**src/rtl/layer4_argmax.sv**
```systemverilog
`default_nettype none
// ============================================================================
// Module   : layer4_argmax
// Purpose  : Snapshot a vector of 8-bit node outputs, scan it one element per
//            cycle and report argmax class, max value and margin to runner-up.
// Revision : 1.0
// ============================================================================
module layer4_argmax #(
    parameter int N_IN  = 24,
    parameter int IDX_W = 5
) (
    input  logic                clk,
    input  logic                reset,
    input  logic [8*N_IN-1:0]   in_vec,
    input  logic                in_valid,
    output logic                in_ready,
    output logic                out_valid,
    output logic [IDX_W-1:0]    out_class,
    output logic [7:0]          out_max,
    output logic [7:0]          out_margin,
    output logic [15:0]         out_count,
    output logic                err_drop
);

    typedef enum logic [0:0] {
        IDLE = 1'b0,
        SCAN = 1'b1
    } state_t;

    localparam logic [IDX_W-1:0] c_LAST_IDX = IDX_W'(N_IN - 1);

    state_t                   state_q, state_d;
    logic [N_IN-1:0][7:0]     snap_q, snap_d;
    logic [IDX_W-1:0]         idx_q, idx_d;
    logic [7:0]               best_val_q, best_val_d;
    logic [IDX_W-1:0]         best_idx_q, best_idx_d;
    logic [7:0]               second_val_q, second_val_d;
    logic                     out_valid_q, out_valid_d;
    logic [IDX_W-1:0]         out_class_q, out_class_d;
    logic [7:0]               out_max_q, out_max_d;
    logic [7:0]               out_margin_q, out_margin_d;
    logic [15:0]              out_count_q, out_count_d;
    logic                     err_drop_q, err_drop_d;

    logic [7:0]               w_elem;
    logic [7:0]               w_best_val;
    logic [IDX_W-1:0]         w_best_idx;
    logic [7:0]               w_second_val;

    always_comb begin
        state_d      = state_q;
        snap_d       = snap_q;
        idx_d        = idx_q;
        best_val_d   = best_val_q;
        best_idx_d   = best_idx_q;
        second_val_d = second_val_q;
        out_valid_d  = 1'b0;
        out_class_d  = out_class_q;
        out_max_d    = out_max_q;
        out_margin_d = out_margin_q;
        out_count_d  = out_count_q;
        err_drop_d   = err_drop_q;

        // Strict compares: an equal later element only ever becomes runner-up,
        // so the lowest index wins ties and the margin collapses to 0.
        w_elem       = snap_q[idx_q];
        w_best_val   = best_val_q;
        w_best_idx   = best_idx_q;
        w_second_val = second_val_q;
        if (w_elem > best_val_q) begin
            w_second_val = best_val_q;
            w_best_val   = w_elem;
            w_best_idx   = idx_q;
        end else if (w_elem > second_val_q) begin
            w_second_val = w_elem;
        end

        case (state_q)
            IDLE: begin
                if (in_valid) begin
                    snap_d       = in_vec;
                    idx_d        = '0;
                    best_val_d   = '0;
                    best_idx_d   = '0;
                    second_val_d = '0;
                    state_d      = SCAN;
                end
            end
            SCAN: begin
                best_val_d   = w_best_val;
                best_idx_d   = w_best_idx;
                second_val_d = w_second_val;
                idx_d        = idx_q + 1'b1;
                if (in_valid) begin
                    err_drop_d = 1'b1;
                end
                // Results come from the post-update values so the final
                // element participates in the reported answer.
                if (idx_q == c_LAST_IDX) begin
                    out_class_d  = w_best_idx;
                    out_max_d    = w_best_val;
                    out_margin_d = w_best_val - w_second_val;
                    out_valid_d  = 1'b1;
                    out_count_d  = out_count_q + 16'd1;
                    state_d      = IDLE;
                end
            end
            default: begin
                state_d = IDLE;
            end
        endcase
    end

    always_ff @(posedge clk) begin
        if (reset) begin
            state_q      <= IDLE;
            snap_q       <= '0;
            idx_q        <= '0;
            best_val_q   <= '0;
            best_idx_q   <= '0;
            second_val_q <= '0;
            out_valid_q  <= 1'b0;
            out_class_q  <= '0;
            out_max_q    <= '0;
            out_margin_q <= '0;
            out_count_q  <= '0;
            err_drop_q   <= 1'b0;
        end else begin
            state_q      <= state_d;
            snap_q       <= snap_d;
            idx_q        <= idx_d;
            best_val_q   <= best_val_d;
            best_idx_q   <= best_idx_d;
            second_val_q <= second_val_d;
            out_valid_q  <= out_valid_d;
            out_class_q  <= out_class_d;
            out_max_q    <= out_max_d;
            out_margin_q <= out_margin_d;
            out_count_q  <= out_count_d;
            err_drop_q   <= err_drop_d;
        end
    end

    assign in_ready   = (state_q == IDLE);
    assign out_valid  = out_valid_q;
    assign out_class  = out_class_q;
    assign out_max    = out_max_q;
    assign out_margin = out_margin_q;
    assign out_count  = out_count_q;
    assign err_drop   = err_drop_q;

endmodule
`default_nettype wire

```
**config.mk**
```make
export PLATFORM = sky130hd
export DESIGN_NAME = layer4_argmax
export DESIGN_NICKNAME = d
export VERILOG_FILES = /design/src/rtl/layer4_argmax.sv
export SDC_FILE = /design/constraint.sdc
export NUM_CORES = 1
export LEC_CHECK = 0
export ABC_CLOCK_PERIOD_IN_PS = 12550
export CAP_MARGIN = 10
export CORE_AREA = 10 10 156 158
export DETAILED_ROUTE_END_ITERATION = 10
export DIE_AREA = 0 0 166 168
export PLACE_DENSITY_LB_ADDON = 0.05
export SYNTH_ARGS = -nofsm -noshare
export SYNTH_HDL_FRONTEND = slang
export SYNTH_SLANG_ARGS = --single-unit
```
**constraint.sdc**
```tcl
create_clock -name clk -period 12.55 [get_ports clk]
set_input_delay 3.1375 -clock clk [delete_from_list [all_inputs] [get_ports clk]]
set_output_delay 3.1375 -clock clk [all_outputs]
set_load 0.01 [all_outputs]
```
# After elaboration in Yosys (flattened, before gate mapping)
# Index checks and enable logic that the tools add are counted.
[word_totals]
ff_bits = 258
in_bits = 195
[classes]
addsub = 3
order_cmp = 3
n_eq_ne = 2
muxes = 16
n_bitwise = 1
reduce_logical = 4
[ops]
columns = ["operator", "n"]
rows = [
  ["$bmux 8 s5", 1],
  ["$mux 8", 5],
  ["$pmux 8 s2", 2],
  ["$pmux 5 s2", 2],
  ["$add 16x1->16 const B", 1],
  ["$gt 8x8->1", 2],
  ["$mux 5", 2],
  ["$sub 8x8->8", 1],
  ["$lt 5x6->1 const B", 1],
  ["$reduce_and 2->1", 3],
  ["$add 5x1->5 const B", 1],
  ["$eq 5x5->1 const B", 1],
  ["$mux 1", 3],
  ["$ne 2x2->1 const B", 1],
  ["$pmux 1 s2", 1],
  ["$reduce_or 2->1", 1],
  ["$not 1->1", 1],
]

# Longest topological paths before layout
# Gate-level depths: netlist of run 1.
[logic_depth]
ltp_word = 6
ltp_mapped = 27
ltp_nobuf = 22

# Worst setup path after synthesis of run 1
# OpenSTA, ideal clock, no wires.
[synth_timing]
kind = "register -> register"
from = "register idx_q[0]"
to = "register out_margin_q[6], in the netlist out_margin[6]"
setup_time_ns = 0.129
t_arrival_ns = 5.333
required_ns = 12.421
setup_slack_ns = 7.088
stages_incl_launch_ff = 25
path_cell_list = "dfxtp_1 -> buf_6 -> clkbuf_1 -> mux4_2 -> mux4_2 -> nand2_1 -> o21ai_0 -> ha_1 -> a211oi_1 -> o21bai_1 -> o21a_1 -> clkbuf_1 -> clkbuf_1 -> buf_1 -> nand2_1 -> o21ai_0 -> ha_1 -> inv_1 -> ha_1 -> a31oi_1 -> a41oi_2 -> a311oi_1 -> a41oi_1 -> nor2_1 -> nor3_2"
[synth_between]
elab_chain_cells = 6
[synth_rtl]
columns = ["item", "line_no", "source"]
rows = [
  ["start, declared", "34", "logic [IDX_W-1:0] idx_q, idx_d;"],
  ["start signal, assigned", "131", "idx_q <= idx_d;"],
  ["$bmux 8 s5", "66", "w_elem = snap_q[idx_q];"],
  ["$mux 8 (not written as such)", "66", ""],
  ["$gt 8x8->1", "74", "end else if (w_elem > second_val_q) begin"],
  ["$mux 8", "74", ""],
  ["$mux 8", "70", "if (w_elem > best_val_q) begin"],
  ["$sub 8x8->8", "102", "out_margin_d = w_best_val - w_second_val;"],
  ["end signal, assigned", "138", "out_margin_q <= out_margin_d;"],
  ["end, declared", "41", "logic [7:0] out_margin_q, out_margin_d;"],
]
# Several ways; a longest one is shown, not always the timed one. The select of a mux whose other input is x is not followed.
# A chain may end at the register's enable or synchronous reset.

# Worst setup path after layout of run 1
[layout_timing]
from = "register idx_q[0]"
to = "register out_margin_q[5], in the netlist out_margin[5]"
# Same word-level chain as after synthesis.

==> results of run 1 <==
## metal layers
metal / up-vias / track usage / routed length, µm
li1: 5168 / - / -
met2: 320 / 0.376 / 15900
met3: 43 / 0.0596 / 2580
met5: - / 0 / 0
met1: 4924 / 0.295 / 14400
met4: 0 / 0.0482 / 589
## power by group
| group | internal [µW] | switching [µW] | total, µW |
|---|---|---|---|
| combinational | 216 | 264 | 480 |
| sequential | 859 | 29.6 | 889 |
| clock | 461 | 336 | 797 |
| total | 1540 | 630 | 2170 |
## worst register-to-register path, delay by kind of cell (launching register included)
| kind | cells | cell delay [ns] |
|---|---|---|
| adder cells (fa/ha/maj) | 2 | 0.65 |
| buffers and inverters | 2 | 0.44 |
| AO/OA/AOI/OAI | 10 | 2.49 |
| AND/OR/NAND/NOR | 2 | 0.16 |
| flip-flops | 1 | 1.00 |
| multiplexers | 2 | 1.16 |
## cell usage after synthesis, types with 5 or more instances
master      n  area (µm²)
nand2_1   449        1690
dfxtp_1   258        5160
a21oi_1   247        1240
clkbuf_1   84         315
nor2_1     60         225
mux4_2     50        1130
o21ai_0    25         125
ha_1       24         300
inv_1      20        75.1
a211oi_1   17         128
nor3_1     15        75.1
mux2i_1    13         130
buf_1      12        45.0
xor2_1     11        96.3
buf_2      10        50.1
nand3_1    10        50.1
nand4_1     9        56.3
nor3b_1     8        60.1
and3_1      6        37.5
xnor2_1     6        52.6
a31oi_1     5        31.3
mux2_2      5        56.3
nand2b_1    5        31.3
nor2b_1     5        31.3
o22a_1      5        43.8
or3_1       5        31.3
## cell families (layout without fill, tap and decap cells)
family,count (synthesis),after routing,synth area share
DFF,258,258,0.441
muxes,68,68,0.112
xor gates and xnor gates,17,17,0.0127
adders and majority gates,24,24,0.0256
and+or+nand+nor,589,589,0.207
buffers and inverters,132,317,0.0450
AOI/OAI and AO/OA,329,329,0.157
## worst paths after layout
kind	endpoint	slack (ns)	from
max	out_margin[5]	6.55	idx_q[0]
max reg2reg	out_margin[5]	6.55	idx_q[0]
min	snap_q[178]	0.45	snap_q[178]
min reg2reg	snap_q[178]	0.45	snap_q[178]
## flip-flops by register name, summed over array words and instances, names as in the netlist, 5 cells and up
signal        cells
out_margin        8
out_count        16
best_val_q        8
out_class         5
second_val_q      8
idx_q             5
best_idx_q        5
snap_q          192
out_max           8
## metrics by stage
step | utilization | cell area, µm²
finish | 0.699 | 15000
global route | 0.699 | 15000
CTS | 0.699 | 15000
detailed placement | 0.657 | 14100
global placement | 0.657 | 14100
floorplan | - | 11700
## cell type report
type / instances / area, µm² / share of cell area
multi-input combinational: 1027 / 6040 / 0.403
sequential: 258 / 5170 / 0.345
timing repair buffer: 244 / 2420 / 0.162
clock buffer: 38 / 828 / 0.0553
tap: 280 / 350 / 0.0234
inverter: 23 / 86.3 / 0.00577
clock inverter: 12 / 75.1 / 0.00501
==> flow_summary.yaml, run 1 <==
status:
  status: "finished clean"
setup_path:
  crit_type: "reg -> reg"
  crit_chain: "mux4_2 -> mux4_2 -> nand2_1 -> o21ai_0 -> ha_1 -> o21ai_0 -> o21bai_1 -> o21a_1 -> buf_4 -> o21ai_0 -> ha_1 -> inv_1 -> a211oi_1 -> a2111oi_2 -> o22ai_2 -> o21ai_1 -> nor4b_2 -> a211o_1"
  crit_required_ns: 12.98
  cp.arrival_ns: 6.43
  cp.buffers_inverters: 2
  worst-path-stages: 18
  crit_top_cell: "o21ai_0"
  critPathLaunchType: "flip-flop"
  cpLargestDelayFamily: "compound AO/OA/AOI/OAI gates"
  cpMaxStageDelayCell: "dfxtp_4"
  r2r_cells: 18
  crit_fanout: 54
  cpPeakStageDelay_ns: 1.00
  endpoint_kind: "flip-flop"
power:
  power_uw: 2170
  p_per_area_nw_per_um2: 145
  p_leak_uw: 0.00538
  peakVddDrop_mv: 0.106
placed_design:
  place_congestion: 0.906
  portBuffers: 234
  dp.cells: 1832
  hpwl_um: 23100
  place_ws_ns: 6.56
layout:
  finalNetCount: 1801
  fill_cells: 1737
  final_cell_mix: "nand2_1 (448), dfxtp_1 (256), a21oi_1 (247), clkdlybuf4s50_1 (233), nor2_1 (59)"
  diodes: 0
  syn_to_final_growth_pct: 27.8
  drive_gt1_frac: 0.0830
  final_cells: 1882
  final_common_cell: "nand2_1"
sta:
  tightest_slew_ns: 1.16
  fin_setup_tns_ns: 0
  period_minus_slack_ns: 6.00
  holdWs_ns: 0.450
  fmax_mhz: 167
  setup_viol: 0
  finalHoldViolCount: 0
  worst_slack_ns: 6.55
  final_max_slew_viol_count: 0
  skew_ns: 0.0220
  rsz0062_at_grt: "false"
  final.period_utilization: 0.478
  slew_headroom: 0.225
clocking:
  clock_path_buffers: 3
  cts_hold_buffers: 0
  clk_latency_ns: 0.55
  cts_resized: 0
  cts_buffers: 28
  postCtsSetupBuffers: 0
  cts-root-buf: "clkbuf_16"
  cts_tree: "built"
  cts_max_level: 1
  path_clk_slew_ns: 0.06
  cts.sinks: 258
routing:
  drc: 0
  ant_nets: 0
  wirelength_um: 33400
  dr.pass1.iters: 5
  drt_iter0_drc: 787
  viasPerCell: 5.56
  avgRoutedWirePerCell_um: 17.8
  dr_total_vias: 10455
floorplan:
  rows: 54
  io_pins: 235
  chipHeight_um: 168
  dieArea_um2: 27900
  die_w_um: 166
  core_um2: 21400
  initial_core_util: 0.547
global_routing:
  grt_max_degree: 174
  track_usage: 0.228
  grt_antenna_before_repair: 0
  grt_remaining_overflow: 0
  grt_pass1_vias: 10319
  grt_pass1_wl_um: 53700
yosys:
  synth_seq_cells: 258
  async_flop_share: 0
  synth_ff_type: "dfxtp_1"
  netlist_instances: 1417
  seq_area_frac_synth: 0.441
  ys_warn_count: 0
  syn_nets: 1636
  ys_types: 61
  syn_area_um2: 11700
  synth_edf_count: 0
  syn_avg_cell_area_um2: 8.27
flow_run:
  drv_cap: 0
hold_path:
  holdPathStages: 2
  hp-class: "reg -> reg"
(Power assumes the default switching activity.)
==> inputs of run 2 (changes only) <==
--- a/config.mk
+++ b/config.mk
@@ -5,11 +5,11 @@
 export SDC_FILE = /design/constraint.sdc
 export NUM_CORES = 1
 export LEC_CHECK = 0
-export ABC_CLOCK_PERIOD_IN_PS = 12550
+export ABC_CLOCK_PERIOD_IN_PS = 5900
 export CAP_MARGIN = 10
-export CORE_AREA = 10 10 156 158
+export CORE_AREA = 10 10 162 164
 export DETAILED_ROUTE_END_ITERATION = 10
-export DIE_AREA = 0 0 166 168
+export DIE_AREA = 0 0 172 174
 export PLACE_DENSITY_LB_ADDON = 0.05
 export SYNTH_ARGS = -nofsm -noshare
 export SYNTH_HDL_FRONTEND = slang
==> constraint.sdc (replaced) <==
create_clock -name clk -period 5.9 [get_ports clk]
set_input_delay 1.475 -clock clk [delete_from_list [all_inputs] [get_ports clk]]
set_output_delay 1.475 -clock clk [all_outputs]
set_load 0.01 [all_outputs]
==> run 2 against run 1 <==
- worst hold slack worse by 0.0021 ns
- die area up 7.3%
- clock power up 120%
- core utilization down 4.3 points
- design area up 1.4%
- flip-flop and latch count unchanged
- combinational power up 120%
- sequential share of layout area down 0.48 points
- final cell count up 1.3%
==> flow_summary.yaml, run 2 (synthesized netlist as in run 1, its figures left out) <==
placed_design:
  dp.cells: 1854
  portBuffers: 234
  place_congestion: 0.891
  hpwl_um: 24500
layout:
  final_cells: 1906
  finalNetCount: 1814
  diodes: 0
  final_cell_mix: "nand2_1 (447), dfxtp_1 (256), a21oi_1 (247), clkdlybuf4s50_1 (233), nor2_1 (59)"
  drive_gt1_frac: 0.0910
  largest_register_ffs: 192
  fill_cells: 2022
  largest_register: "snap_q"
  syn_to_final_growth_pct: 29.6
  final_common_cell: "nand2_1"
clocking:
  clk_latency_ns: 0.55
  cts_tree: "built"
  cts-root-buf: "clkbuf_16"
  cts_max_level: 1
  path_clk_slew_ns: 0.06
  cts.sinks: 258
  clock_path_buffers: 3
  cts_buffers: 28
floorplan:
  io_pins: 235
  die_w_um: 172
  initial_core_util: 0.507
  rows: 56
  dieArea_um2: 29900
  chipHeight_um: 174
  core_um2: 23100
setup_path:
  crit_type: "reg -> reg"
  critPathLaunchType: "flip-flop"
  cp.buffers_inverters: 1
  crit_fanout: 16
  cpMaxStageDelayCell: "dfxtp_4"
  endpoint_kind: "flip-flop"
  crit_required_ns: 6.32
  cp.arrival_ns: 5.82
  cpPeakStageDelay_ns: 0.59
  cpLargestDelayFamily: "compound AO/OA/AOI/OAI gates"
  crit_chain: "mux4_2 -> mux4_2 -> nand2_1 -> o21ai_0 -> ha_1 -> a211oi_1 -> nor2_1 -> nand4bb_1 -> nand2_2 -> nor2_1 -> a21oi_1 -> o21ai_0 -> ha_1 -> inv_1 -> a211oi_1 -> a2111oi_2 -> o22ai_2 -> o21ai_1 -> nor4b_2 -> a211o_1"
routing:
  ant_nets: 0
  dr.pass1.iters: 5
  viasPerCell: 5.52
  drc: 0
  drt_iter0_drc: 750
  avgRoutedWirePerCell_um: 18.0
  wirelength_um: 34300
  dr_total_vias: 10517
status:
  status: "finished clean"
global_routing:
  grt_antenna_before_repair: 1
  grt_pass1_vias: 10316
  grt_max_degree: 193
  track_usage: 0.221
  grt_pass1_wl_um: 54300
  grt_remaining_overflow: 0
sta:
  final_max_slew_viol_count: 0
  rsz0062_at_grt: "false"
  setup_viol: 0
  final.period_utilization: 0.914
  skew_ns: 0.0186
  finalHoldViolCount: 0
  period_minus_slack_ns: 5.39
  tightest_slew_ns: 1.03
  slew_headroom: 0.310
  fin_setup_tns_ns: 0
  fmax_mhz: 185
hold_path:
  hp-class: "reg -> reg"
power:
  p_leak_uw: 0.00547
  p_per_area_nw_per_um2: 306
  peakVddDrop_mv: 0.216
flow_run:
  drv_cap: 0
[run 2: area by class of cell]
| type | instances | area, µm² | area share |
|---|---|---|---|
| Tap cell | 290 | 363 | 0.0239 |
| Clock inverter | 9 | 62.6 | 0.00412 |
| Inverter | 23 | 86.3 | 0.00569 |
| Timing Repair Buffer | 257 | 2590 | 0.171 |
| Sequential cell | 258 | 5170 | 0.341 |
| Clock buffer | 42 | 863 | 0.0569 |
| Multi-Input combinational cell | 1027 | 6040 | 0.398 |
[run 2: routing by layer]
layer	share of wire	track usage	up-vias
met3	0.075	0.0537	48
met4	0.021	0.0521	2
met2	0.46	0.355	299
met5	0.00029	0	-
met1	0.44	0.292	4951
li1	-	-	5217
[run 2: final timing paths]
path | cells after the start | to | slack (ns) | start
worst max-delay path | 20 | out_margin[5] | 0.51 | idx_q[0]
worst min register to register | 2 | out_margin[3] | 0.45 | out_margin[3]
worst min-delay path | 2 | out_margin[3] | 0.45 | out_margin[3]
worst max register to register | 20 | out_margin[5] | 0.51 | idx_q[0]
[run 2: stage by stage]
| step | area (µm²) | hold slack (ns) | worst slack (ns) | total power, µW | utilization |
|---|---|---|---|---|---|
| 2_1_floorplan | 11700 | 0.432 | 0.438 | 2620 | - |
| 3_3_place_gp | 14200 | 0.440 | 0.387 | 2950 | 0.615 |
| 3_5_place_dp | 14200 | 0.444 | 0.212 | 2950 | 0.615 |
| 4_1_cts | 15100 | 0.451 | 0.181 | 4660 | 0.655 |
| 5_1_grt | 15200 | 0.470 | 0.0538 | 4870 | 0.656 |
| 6_report | 15200 | 0.448 | 0.508 | 4640 | 0.656 |
[run 2: timing repair]
action / 4_1_cts / 5_1_grt
buffers inserted: 0 / 1
endpoints found under the setup margin: 0 / 4
hold endpoints to repair: 0 / 0
resized for setup: 0 / 2
hold buffers: 0 / 0
[run 2: report_power, final]
part           switching [µW]  internal, µW
combinational             569           476
sequential               51.3          1830
clock                     711          1010
total                    1330          3310
[run 2: worst min-delay path, cell delays in order (launching register included)]
cell     delay (ns)
dfxtp_1        0.30
nand2_1        0.05
a21oi_1        0.05
==> inputs of run 3 (changes only) <==
==> constraint.sdc (replaced) <==
create_clock -name clk -period 5.9 [get_ports clk]
set_input_delay 1.18 -clock clk [delete_from_list [all_inputs] [get_ports clk]]
set_output_delay 1.18 -clock clk [all_outputs]
set_load 0.01 [all_outputs]
==> run 3 against run 2 <==
- worst hold slack gained 0.0029 ns
- total power up 1.9%
- first-iteration DRC count is 26% higher
- global-route usage grew 0.36 points
- final cell count up 0.31%
- critical endpoint is now out_margin[6]
- largest cell class unchanged
==> flow_summary.yaml, run 3 (synthesized netlist as in run 1, its figures left out) <==
clocking:
  clock_path_buffers: 3
  cts-root-buf: "clkbuf_16"
  cts_max_level: 1
  cts.sinks: 258
  path_clk_slew_ns: 0.06
  cts_buffers: 28
  clk_latency_ns: 0.55
  cts_tree: "built"
setup_path:
  cpPeakStageDelay_ns: 0.55
  cpMaxStageDelayCell: "mux4_2"
  crit_type: "reg -> reg"
  cp.arrival_ns: 5.83
  reg2reg_from: "idx_q[0]"
  crit_chain: "buf_4 -> mux4_2 -> mux4_2 -> nand2_1 -> o21ai_0 -> ha_1 -> nand4_1 -> or2_2 -> o21a_1 -> buf_4 -> o31ai_1 -> xnor2_1 -> ha_1 -> a31oi_1 -> a41oi_2 -> a311oi_1 -> a41oi_1 -> nor2_1 -> nor3_2"
  crit_required_ns: 6.30
  r2r_cells: 19
  critPathLaunchType: "flip-flop"
  crit_fanout: 10
  reg2reg_to: "out_margin[6]"
  endpoint_kind: "flip-flop"
  cpLargestDelayFamily: "compound AO/OA/AOI/OAI gates"
  cp.buffers_inverters: 2
  critPathLaunch: "idx_q[0]"
  r2r_slack_ns: 0.47
routing:
  avgRoutedWirePerCell_um: 18.2
  viasPerCell: 5.50
  dr_total_vias: 10507
  dr.pass1.iters: 5
  drt_iter0_drc: 943
  ant_nets: 0
  drc: 0
  wirelength_um: 34800
sta:
  fmax_mhz: 184
  skew_ns: 0.0173
  slew_headroom: 0.395
  final_max_slew_viol_count: 0
  rsz0062_at_grt: "false"
  period_minus_slack_ns: 5.43
  tightest_slew_ns: 0.907
  finalHoldViolCount: 0
  fin_setup_tns_ns: 0
  setup_viol: 0
  final.period_utilization: 0.921
flow_run:
  drv_cap: 0
placed_design:
  place_area_um2: 14200
  portBuffers: 234
  place_congestion: 0.870
  hpwl_um: 24900
layout:
  fill_cells: 1998
  final_cell_mix: "nand2_1 (447), dfxtp_1 (256), a21oi_1 (247), clkdlybuf4s50_1 (233), nor2_1 (59)"
  largest_register: "snap_q"
  diodes: 0
  multi_input_area_um2: 6040
  largest_register_ffs: 192
  final_common_cell: "nand2_1"
  drive_gt1_frac: 0.0937
  final_area_um2: 15300
  syn_to_final_growth_pct: 30.5
  finalNetCount: 1820
  fin_util: 0.661
  seq_area_um2: 5170
floorplan:
  core_um2: 23100
  rows: 56
  io_pins: 235
  chipHeight_um: 174
  die_w_um: 172
  dieArea_um2: 29900
  initial_core_util: 0.507
global_routing:
  grt_remaining_overflow: 0
  track_usage: 0.224
  grt_max_degree: 123
  grt_antenna_before_repair: 0
  grt_pass1_wl_um: 55000
  grt_pass1_vias: 10309
hold_path:
  holdCritStartpoint: "out_max[4]"
  holdPathStages: 2
  hp-class: "reg -> reg"
  hold_end: "out_max[4]"
power:
  p_leak_uw: 0.00552
  peakVddDrop_mv: 0.224
  p_per_area_nw_per_um2: 310
  power_uw: 4730
status:
  status: "finished clean"
[run 3: worst min-delay path: stages, from the launching register on]
cell and delay (ns):
dfxtp_1 0.30, nand2_1 0.05, a21oi_1 0.05
[run 3: through the flow]
stage               hold WS (ns)  instances  setup WS [ns]
floorplan                  0.432       1417          0.438
global route               0.471       1912          0.102
global placement           0.439       1856          0.359
CTS                        0.455       1907          0.273
finish                     0.451       1912          0.469
detailed placement         0.446       1856          0.275
[run 3: per-layer routing]
layer  GRT usage  wire (µm)  up-vias  part of all wire
li1            -          -     5222                 -
met1       0.308      15600     4925              0.45
met2       0.351      16200      307              0.47
met3      0.0478       2170       53             0.062
met4      0.0550        835        0             0.024
met5           0          0        -                 0
[run 3: how the worst max path moves through the flow]
stage	end	slack (ns)	cells past startpoint
final	out_margin[6]	0.47	19
after global routing	out_margin[6]	0.10	19
after CTS	out_margin[6]	0.27	22
after detailed placement	out_margin[6]	0.28	22
after global placement	out_margin[6]	0.36	22
after floorplan	out_margin[6]	0.44	24
[run 3: repair_timing]
action,in CTS,in global routing
endpoints found under the setup margin,0,5
hold buffers,0,0
gates resized for setup,0,3
setup buffers,0,5
[run 3: area by class of cell]
class / instances / share of cell area
clock buffers: 40 / 0.0547
clock inverters: 11 / 0.00786
flip-flops and latches: 258 / 0.338
multi-input cells: 1027 / 0.395
repair buffers: 263 / 0.174
well taps: 290 / 0.0237
inverters: 23 / 0.00565
[run 3: power breakdown]
part,internal [µW],leakage [µW],total (µW),switching (µW)
Clock,1070,0.000480,1780,714
Sequential,1830,0.00211,1880,51.2
Combinational,484,0.00293,1070,585
Total,3380,0.00552,4730,1350
